==> config.mk <==
export PLATFORM = sky130hd
export DESIGN_NAME = traffic_flasher
export DESIGN_NICKNAME = d
export VERILOG_FILES = /design/src/rtl/traffic_flasher.sv
export SDC_FILE = /design/constraint.sdc
export NUM_CORES = 1
export LEC_CHECK = 0
export CAP_MARGIN = 20
export CORE_AREA = 2 2 39 41
export CTS_CLUSTER_SIZE = 14
export DETAILED_ROUTE_END_ITERATION = 16
export DIE_AREA = 0 0 41 43
export DONT_BUFFER_PORTS = 1
export HOLD_SLACK_MARGIN = 0.03
export SLEW_MARGIN = 20
export SYNTH_ARGS = -nofsm -noshare
export SYNTH_HDL_FRONTEND = slang
export SYNTH_SLANG_ARGS = --single-unit
==> constraint.sdc <==
create_clock -name clk -period 1.4 [get_ports clk]
set_input_delay 0.14 -clock clk [delete_from_list [all_inputs] [get_ports clk]]
set_output_delay 0.14 -clock clk [all_outputs]
set_load 0.05 [all_outputs]
==> src/rtl/traffic_flasher.sv <==
// Fault-mode flash generator: flash_on toggles every FLASH_HALF enabled cycles.
module traffic_flasher #(
  parameter int FLASH_HALF = 10
) (
  input  logic clk,
  input  logic reset,
  input  logic en,
  input  logic start,
  output logic flash_on_nxt
);

  localparam int CW = $clog2(FLASH_HALF + 1);
  localparam logic [CW-1:0] LAST = CW'(FLASH_HALF - 1);

  logic [CW-1:0] cnt_q, cnt_d;
  logic          on_q, on_d;

  always_comb begin
    cnt_d = cnt_q;
    on_d  = on_q;
    if (start) begin
      cnt_d = '0;
      on_d  = 1'b1;
    end else if (en) begin
      if (cnt_q == LAST) begin
        cnt_d = '0;
        on_d  = ~on_q;
      end else begin
        cnt_d = cnt_q + 1'b1;
      end
    end
  end

  always_ff @(posedge clk or negedge reset) begin
    if (!reset) begin
      cnt_q <= '0;
      on_q  <= 1'b1;
    end else begin
      cnt_q <= cnt_d;
      on_q  <= on_d;
    end
  end

  // Exposed pre-register so the registered lamp output lines up with the toggle.
  assign flash_on_nxt = on_d;

endmodule

==> impl_results.md, run 1 <==
* Fmax at 671 MHz
* Net Sw Frac at 20.4%
* Total number of vias at 238
* Syn nets at 34
* Sequential share of the synthesized area at 43.9%
* NumNets Final at 44
* CTS sink cnt at 5
* Initial DRC count at 1
* Row count at 14
* Initial antenna violation count at 0
* DRT antenna net count at 0
* Top-Level Pins at 5
* Crit end category: output pin
* WS Path Type: flip-flop to output pin
* Maximum vdd drop at 0.000361 V
* Tot Pwr at 350 µW
* Crit path required time at 1.26 ns
* Routed len/inst at 10.4 µm
* Pleak at 0.000157 µW
* Pwr dens at 888 nW/µm²
* Fillers at 140
* Total CTS buffers at 3
* Clock Path Buffers at 2
* Post-synth EDFFs at 0
* Clk_lat worst skew at 0.23 ns
* Total number of H-tree levels at 1
* Worst Setup Start Kind: flip-flop
* Pre-CTS setup slack at 0.103 ns
* Post-synthesis async set-or-reset flop share at 100%
* Syn avg cell area at 10.3 µm²
* HPWL after DPL at 396 µm
* Vias per cell at 4.49
* Detailed Routing Iterations Pass 1 at 4
* # port buffers at 0
* Final core occ at 28.5%
* DRC errors left at 0
* GP Congestion at 0.754
* Yosys reg bits at 5
* Final Hold Vio Count at 0
* Core ar. at 1380 µm²
* Ys Warns at 0
* Clock Power Share at 45.3%
* Final number of setup-violating endpoints at 1
* PnR worst setup slack at -0.0902 ns
* Max stage delay on crit path at 0.37 ns
* Largest net degree at the start of global routing at 9
* ANT cells at 0
* Status: finished, violations left
* P_sw at 71.5 µW
* Synth Instances at 28
* Die height at 43 µm
* Critical path, cell by cell: inv_1 > ha_2 > nand4b_1 > xor2_2 > nand2b_4
* Setup TNS at -0.0902 ns
* Layout cells sized above 1 at 32.4%
* Mapped Area at 288 µm²
* Combinational power share at 11.2%
* Failing checks: negative setup slack
* Vias in the first global route at 272
* CTS tree: yes
* Worst Skew at 0.000358 ns
* GRT Residual Overflow at 0
* WP data arrival at 1.35 ns
* Slowest cell on crit path: dfrtp_1
* CP Max Fanout at 2
* Unique masters post-synth at 17
* Die width at 41 µm
* First-pass GRT wire length at 1040 µm
* Sequential share of power at 43.5%
* Internal power at 279 µW
* Layout overhead on the synthesized area at 37.0%
* Crit path time final at 1.49 ns
* Worst-margin pin slew at 0.207 ns
* Die footprint at 1760 µm²
* Slew Limit Fails at 0
* Worst slew margin at 86.2%
* HP Class: input pin to flip-flop
* Routed WL at 552 µm
* RSZ-0062 raised after global routing: yes
* Max Cap Viol at 0
* Most used DFF post-synth: dfrtp_1
* CTS clk-pin slew, worst paths at 0.04 ns
* Clock Root Buffer: clkbuf_4
* Gr usage total at 9.11%
* Period utilisation layout at 106%
* Initial Utilization at 20.8%
flip-flops by register name (all words and copies together), names as in the netlist:
| register | flops |
|---|---|
| cnt_q | 4 |
| on_q | 1 |
cell families (layout without fill, tap and decap cells):
family	count (synthesis)	after routing	share of synthesized area, %
compound gates	8	8	17.4
flops	5	5	43.9
xor+xnor	1	1	3.04
simple gates	11	11	25.7
buf+inv	1	10	1.30
fa+ha+maj	2	2	8.69
final cells by class:
class / count / area (µm²) / area share (%)
Clock buffer: 4 / 26.3 / 6.67
Inverter: 1 / 3.75 / 0.952
Multi-Input combinational cell: 22 / 175 / 44.4
Sequential cell: 5 / 126 / 32.1
Tap cell: 16 / 20.0 / 5.08
Timing Repair Buffer: 5 / 42.5 / 10.8
synthesized netlist by cell type, types with 2 or more instances:
library cell  n  area share (%)
ha_1          2             8.7
nand2_1       2             2.6
nand3b_1      3             7.8
dfrtp_1       4              35
a21oi_1       3             5.2
nand2b_1      3             6.5
worst paths after layout:
check	depth (start not counted)	slack (ns)	startpoint	end
min in group asynchronous	1	0.19	reset	cnt_q[3]
max in group asynchronous	1	0.97	reset	on_q
max reg2reg	5	0.18	cnt_q[1]	on_q
max	5	-0.09	cnt_q[1]	flash_on_nxt
min reg2reg	2	0.60	cnt_q[3]	cnt_q[3]
min	2	0.08	en	cnt_q[1]
layout by cell type (no fill, tap or decap), types with 2 or more instances in the layout:
cell,n
a21oi_1,3
dlygate4sd3_1,2
nand2b_1,2
nand3b_1,3
clkbuf_4,3
dfrtp_1,4
nand2_1,2
buf_4,3
power groups by stage:
| stage | Sequential, µW | Clock [µW] | Combinational, µW |
|---|---|---|---|
| after global routing | 153 | 172 | 44.3 |
| after CTS | 152 | 167 | 38.7 |
| after detailed placement | 155 | 0 | 25.7 |
| after global placement | 155 | 0 | 25.6 |
| final | 152 | 159 | 39.1 |
| after floorplan | 156 | 0 | 15.1 |
critical path: cells and delay by family (launching register included):
kind                     cells  cell delay [ns]
XOR/XNOR                     1             0.19
adder cells (fa/ha/maj)      1             0.16
buffers and inverters        1             0.06
flip-flops                   1             0.37
AND/OR/NAND/NOR              2             0.32
per-stage QoR:
stage	cells	cell area, µm²	hold WS, ns
2_1_floorplan	28	290	-0.156
3_3_place_gp	46	325	-0.155
3_5_place_dp	46	325	-0.155
4_1_cts	53	384	0.0688
5_1_grt	53	394	0.0810
6_report	53	394	0.0752
routing by layer:
layer	vias up	wire length, µm	global-route usage (%)
met5	-	0	0
met4	0	0	8.00
met3	0	12	3.14
met2	4	292	12.5
met1	117	248	10.6
li1	117	-	-
what timing repair did:
item / 4_1_cts / 5_1_grt
pin swaps: 1 / 1
hold endpoints to repair: 9 / 0
hold buffers: 2 / 0
buffers inserted: 1 / 0
gates resized for setup: 1 / 2
endpoints found under the setup margin: 1 / 1
No activity file was read; power rests on OpenSTA's default activity.
==> run 2: changes to the inputs <==
HOLD_SLACK_MARGIN = 0.1   (was 0.03)
clock period = 1.6 ns   (was 1.4 ns; I/O delays follow)
==> run 2 against run 1 <==
Effect of this change:
- the run now ends clean
- routed wire length is 5.1% higher
- count of clock-buffer cells in the layout stayed put
- combinational power is 3% lower
- sequential share of layout area is 3.0 points lower
- highest routed layer unchanged
- final cell count is 7.5% higher
- clock skew hardly changed
- utilization is 2.9 points higher
- non-clock buffer count is 4 higher
- power is 12% lower
- worst setup slack better by 0.15 ns
==> impl_results.md, run 2 (synthesized netlist as in run 1, its figures left out) <==
* Fillers at 141 (+0.71%)
* Hold WS at 0.114 ns (+0.0390 ns)
* Crit end category: output pin
* Placed insts at 45 (-2.2%)
* WS Path Type: flip-flop to output pin
* First-pass GRT wire length at 917 µm (-11%)
* Hold Path Depth at 2 (unchanged)
* DRC errors left at 0 (unchanged)
* Layout overhead on the synthesized area at 50.9%
* R2R depth at 7 (+2)
* Clock Root Buffer: clkbuf_4
* WHS Endpoint: cnt_q[0]
* GRT Residual Overflow at 0 (unchanged)
* Tot Pwr at 310 µW (-12%)
* Worst slew margin at 86.1% (-0.095 points)
* CP Max Fanout at 4 (+2)
* Post-place instance area at 328 µm² (+0.77%)
* Hold wc startpoint: en
* Pre-CTS setup slack at 0.174 ns (+0.0707 ns)
* Worst Setup Start Kind: flip-flop
* HPWL after DPL at 391 µm (-1.2%)
* Routed WL at 580 µm (+5.1%)
* Most frequent cells in the layout: 5 x buf_4, 4 x dfrtp_1
* Detailed Routing Iterations Pass 1 at 1 (-3)
* Commonest non-fill, non-tap cell in the layout: buf_4
* DRT antenna net count at 0 (unchanged)
* Max Cap Viol at 0 (unchanged)
* Die height at 43 µm (unchanged)
* Status: finished clean
* HP Class: input pin to flip-flop
* Layout cells sized above 1 at 34.1% (+1.7 points)
* PnR worst setup slack at 0.0578 ns (+0.148 ns)
* CTS tree: yes
* Vias in the first global route at 255 (-6.3%)
* Reg2reg end: on_q
* NumNets Final at 48 (+9.1%)
* Biggest regs: cnt_q (4), on_q (1)
* Clock Path Buffers at 2 (unchanged)
* Final Hold Vio Count at 0 (unchanged)
* Vias per cell at 4.32 (-3.9%)
* Initial DRC count at 0 (-1)
* Worst Skew at 0.000681 ns (+0.000324 ns)
* Slew Limit Fails at 0 (unchanged)
* Pleak at 0.000175 µW (+11%)
* RR Startpoint: cnt_q[1]
* R2r setup slk at 0.30 ns (+0.12 ns)
* Die footprint at 1760 µm² (unchanged)
* Row count at 14 (unchanged)
* Final number of setup-violating endpoints at 0 (-1)
* Initial antenna violation count at 0 (unchanged)
* Routed len/inst at 10.2 µm (-2.3%)
* Fmax at 648 MHz
* Final Cell Area at 434 µm² (+10%)
* CTS sink cnt at 5 (unchanged)
* CTS clk-pin slew, worst paths at 0.04 ns (about the same)
* Largest register FFs at 4 (unchanged)
* Worst-margin pin slew at 0.208 ns (+0.00142 ns)
* Largest net degree at the start of global routing at 8 (-1)
* Maximum vdd drop at 0.000366 V (+1.5%)
* Initial Utilization at 20.8% (unchanged)
* Total number of H-tree levels at 1 (unchanged)
* Register bank with the most flops: cnt_q
* Top-Level Pins at 5 (unchanged)
* Total number of vias at 246 (+3.4%)
* Core ar. at 1380 µm² (unchanged)
* GP Congestion at 0.708 (-6.2%)
* Total CTS buffers at 3 (unchanged)
* Fin cells at 57 (+7.5%)
* Crit path time final at 1.54 ns
* Crit path required time at 1.44 ns (+0.18 ns)
* # port buffers at 0 (unchanged)
* Die width at 41 µm (unchanged)
* WP data arrival at 1.38 ns (+0.03 ns)
* Period utilisation layout at 96.4%
* Pwr dens at 713 nW/µm² (-20%)
* ANT cells at 0 (unchanged)
* Gr usage total at 7.80% (-1.3 points)
* Clk_lat worst skew at 0.23 ns (about the same)
==> run 2: cell count changes in the layout (fill, tap and decap cells not counted), sizes merged <==
cell / previous run / this run
buf: 3 / 6
dlygate4sd3: 2 / 3
==> run 2: worst max-delay path by stage <==
stage,from,depth (start not counted),slack (ns),endpoint
2_1_floorplan,cnt_q[1],5,0.17,on_q
3_3_place_gp,cnt_q[1],6,0.21,flash_on_nxt
3_5_place_dp,cnt_q[1],6,0.17,flash_on_nxt
4_1_cts,cnt_q[1],6,0.0005,flash_on_nxt
5_1_grt,cnt_q[1],6,-0.007,flash_on_nxt
6_report,cnt_q[1],6,0.06,flash_on_nxt
==> run 2: report_power, final <==
part	total [µW]	internal, µW	switching, µW
Combinational	37.8	21.9	15.9
Clock	137	93.7	43.3
Sequential	135	131	3.92
Total	310	246	63.2
==> run 2: layout make-up <==
class	count	area [µm²]	area share (%)
well taps	16	20.0	4.61
flip-flops and latches	5	126	29.1
multi-input cells	22	170	39.2
inverters	1	3.75	0.865
clock buffers	4	26.3	6.05
repair buffers	9	87.6	20.2
==> run 2: routing by layer <==
metal | part of all wire (%) | vias to the layer above | track usage (%)
met5 | 0 | - | 0
met4 | 0 | 0 | 6.00
met3 | 0.52 | 0 | 0
met2 | 53 | 2 | 13.1
met1 | 46 | 118 | 8.61
li1 | - | 126 | -
==> run 2: worst max-delay path, cell delays in order (launching register included) <==
cell and delay [ns]:
dfrtp_1 0.39, inv_2 0.07, ha_4 0.14, nand4b_1 0.11, xor2_1 0.16, nand2b_1 0.13, buf_12 0.15
==> run 2: per-stage QoR <==
step           setup TNS [ns]  utilization, %
2_1_floorplan               0               -
3_3_place_gp                0            23.7
3_5_place_dp                0            23.7
4_1_cts                     0            29.6
5_1_grt              -0.00681            31.4
6_report                    0            31.4
==> run 2: timing repair <==
action,4_1_cts,5_1_grt
endpoints found under the hold margin,9,0
setup buffers,3,2
hold buffers,3,0
setup endpoints to repair,1,1
gates resized for setup,1,2
==> run 3: changes to the inputs <==
ABC_AREA = 1   (was default)
==> run 3 against run 2 <==
Effect of this change:
- clock skew increased by 0.0056 ns
- hold slack gained 0.011 ns
- the run now ends with negative setup slack left
- combinational power is essentially flat
- maximum frequency is 4.8% lower
- clock power rose by 14%
- critical path type unchanged
- critical path depth rose by 2
- flip-flop and latch count unchanged
- routed wire length grew 34%
- power is 6.7% higher
==> impl_results.md, run 3 <==
* Placed insts at 61 (+36%)
* RR Startpoint: cnt_q[1]
* Core ar. at 1380 µm² (unchanged)
* Top-count cell post-synth: nand2_1
* CP Max Fanout at 3 (-1)
* Routed len/inst at 10.4 µm (+1.9%)
* Hold wc startpoint: en
* ANT cells at 0 (unchanged)
* Detailed Routing Iterations Pass 1 at 2 (+1)
* CTS sink cnt at 5 (unchanged)
* Final Cell Area at 459 µm² (+5.8%)
* Slew Limit Fails at 0 (unchanged)
* Largest net degree at the start of global routing at 7 (-1)
* Final number of setup-violating endpoints at 2 (+2)
* RSZ-0062 raised after global routing: yes
* Worst Skew at 0.00626 ns (+0.00558 ns)
* Synth top cells by count: 16 x nand2_1, 9 x inv_1, 4 x dfrtp_1, 4 x nand3_1, 4 x nor2_1
* CTS clk-pin slew, worst paths at 0.05 ns (about the same)
* Ys Warns at 0 (unchanged)
* Worst path depth at 8 (+2)
* HPWL after DPL at 449 µm (+15%)
* Total number of H-tree levels at 1 (unchanged)
* Area share of the largest cell type after synthesis at 33.1% (-1.7 points)
* Crit path from: cnt_q[1]
* Most common cell on crit path: nand2_1
* Fmax at 617 MHz (-4.8%)
* Clk_lat worst skew at 0.25 ns (+0.02 ns)
* PnR worst setup slack at -0.0202 ns (-0.0780 ns)
* Largest cells by area after synthesis: dfrtp_1 33%, nand2_1 20%, inv_1 11%, dfstp_2 8.7%, ha_1 8.3%
* Clock Root Buffer: clkbuf_4
* Top-Level Pins at 5 (unchanged)
* Crit path time final at 1.62 ns (+0.0780 ns)
* HP Class: input pin to flip-flop
* WP buf/inv at 2 (unchanged)
* Synth Instances at 44 (+57%)
* Commonest non-fill, non-tap cell in the layout: nand2_1
* Period utilisation layout at 101% (+4.9 points)
* Post-synth EDFFs at 0 (unchanged)
* Initial DRC count at 2 (+2)
* Setup TNS at -0.0294 ns (-0.0294 ns)
* DRT antenna net count at 0 (unchanged)
* DRC errors left at 0 (unchanged)
* Fin cells at 75 (+32%)
* WS Path Type: flip-flop to output pin
* Routed WL at 778 µm (+34%)
* GRT Residual Overflow at 0 (unchanged)
* Final Hold Vio Count at 0 (unchanged)
* Initial Utilization at 21.9% (+1.1 points)
* Syn nets at 50 (+47%)
* Pwr dens at 720 nW/µm² (+0.92%)
* Die footprint at 1760 µm² (unchanged)
* Post-place instance area at 330 µm² (+0.76%)
* Kind of cell adding the most delay to the critical path: simple AND/OR/NAND/NOR gates
* Worst Setup Start Kind: flip-flop
* Pre-CTS setup slack at 0.203 ns (+0.0294 ns)
* WP data arrival at 1.46 ns (+0.08 ns)
* Vias in the first global route at 292 (+15%)
* Worst-margin pin slew at 0.317 ns (+0.109 ns)
* Max stage delay on crit path at 0.39 ns (about the same)
* Most frequent cells in the layout: 15 x nand2_1, 9 x inv_1, 8 x buf_4
* Syn avg cell area at 6.88 µm² (-33%)
* Sequential share of the synthesized area at 41.7% (-2.2 points)
* Critical path, cell by cell: inv_1 > ha_2 > nand2_2 > nor2_4 > nand2_1 > nand2_1 > nand3_2 > buf_8
* Max Cap Viol at 0 (unchanged)
* Initial antenna violation count at 0 (unchanged)
* # port buffers at 0 (unchanged)
* Maximum vdd drop at 0.000428 V (+17%)
* Unique masters post-synth at 10 (-7)
* Synth area leader: dfrtp_1
* Layout overhead on the synthesized area at 51.7%
* Gr usage total at 11.1% (+3.3 points)
* GP Congestion at 0.734 (+3.7%)
* R2R depth at 11 (+4)
* CTS tree: yes
* Worst slew margin at 78.8% (-7.3 points)
* Hold Path Depth at 3 (+1)
* Layout cells sized above 1 at 28.8% (-5.3 points)
* Die width at 41 µm (unchanged)
* Row count at 14 (unchanged)
* Crit end category: output pin
* Register bank with the most flops: cnt_q
* Status: finished, violations left
* Vias per cell at 4.04 (-6.4%)
* Post-synthesis async set-or-reset flop share at 100% (unchanged)
* Biggest regs: cnt_q (4), on_q (1)
* NumNets Final at 66 (+38%)
* Pleak at 0.000244 µW (+40%)
* Clock Path Buffers at 2 (unchanged)
* Total CTS buffers at 3 (unchanged)
* Most used DFF post-synth: dfrtp_1
* Failing checks: negative setup slack
* Yosys reg bits at 5 (unchanged)
* Slowest cell on crit path: dfrtp_1
* Largest register FFs at 4 (unchanged)
* First-pass GRT wire length at 1220 µm (+33%)
* Mapped Area at 303 µm² (+5.2%)
* Crit path required time at 1.44 ns (about the same)
* Die height at 43 µm (unchanged)
* Total number of vias at 303 (+23%)
## run 3: path summary, 6_finish.rpt
check,to,slack (ns)
hold reg to reg,cnt_q[3],0.59
setup / recovery,flash_on_nxt,-0.02
hold / removal,cnt_q[2],0.13
min in group asynchronous,cnt_q[3],0.21
max in group asynchronous,on_q,1.12
setup reg to reg,on_q,-0.01
## run 3: worst reg2reg max path, cell delays in order (launching register included)
cell and delay [ns]:
dfrtp_1 0.39, inv_1 0.06, ha_2 0.18, nand2_2 0.07, nor2_4 0.10, nand2_1 0.06, nand2_1 0.08, nand3_2 0.10
buf_4 0.14, buf_4 0.12, buf_4 0.12, buf_4 0.12
## run 3: layout make-up
| cell class | instances | area, µm² |
|---|---|---|
| well taps | 16 | 20.0 |
| repair buffers | 11 | 95.1 |
| flip-flops and latches | 5 | 126 |
| fillers | 142 | 925 |
| clock buffers | 4 | 26.3 |
| inverters | 9 | 33.8 |
| multi-input cells | 30 | 158 |
## run 3: repair_timing
| action | in CTS | in global routing |
|---|---|---|
| buffers inserted | 7 | 1 |
| setup endpoints to repair | 1 | 2 |
| endpoints found under the hold margin | 6 | 0 |
| pin swaps | 3 | 3 |
| hold buffers | 2 | 0 |
| gates resized for setup | 5 | 1 |
## run 3: per-stage QoR
| step | utilization [%] | total power, µW | hold WS [ns] |
|---|---|---|---|
| after detailed placement | 23.9 | 161 | -0.135 |
| final | 33.2 | 331 | 0.126 |
| after CTS | 32.4 | 331 | 0.132 |
| after global routing | 33.2 | 347 | 0.140 |
| after floorplan | - | 156 | -0.136 |
| after global placement | 23.9 | 160 | -0.135 |
## run 3: kinds of logic after synthesis
| family | after synthesis | share of synthesized area, % |
|---|---|---|
| AOI/OAI and AO/OA | 2 | 3.31 |
| adders and majority gates | 2 | 8.26 |
| buffers and inverters | 9 | 11.2 |
| DFF | 5 | 41.7 |
| and+or+nand+nor | 26 | 35.5 |
## run 3: per-layer routing
layer,up-vias,wire length (µm),GRT usage (%)
li1,164,-,-
met1,131,297,12.2
met2,4,441,16.3
met3,4,16,3.14
met4,0,23,10.0
met5,-,0,0
## run 3: where the power goes
group | internal, µW | total [µW] | switching, µW
sequential | 132 | 137 | 5.06
clock | 94.9 | 156 | 61.3
combinational | 16.4 | 37.5 | 21.1
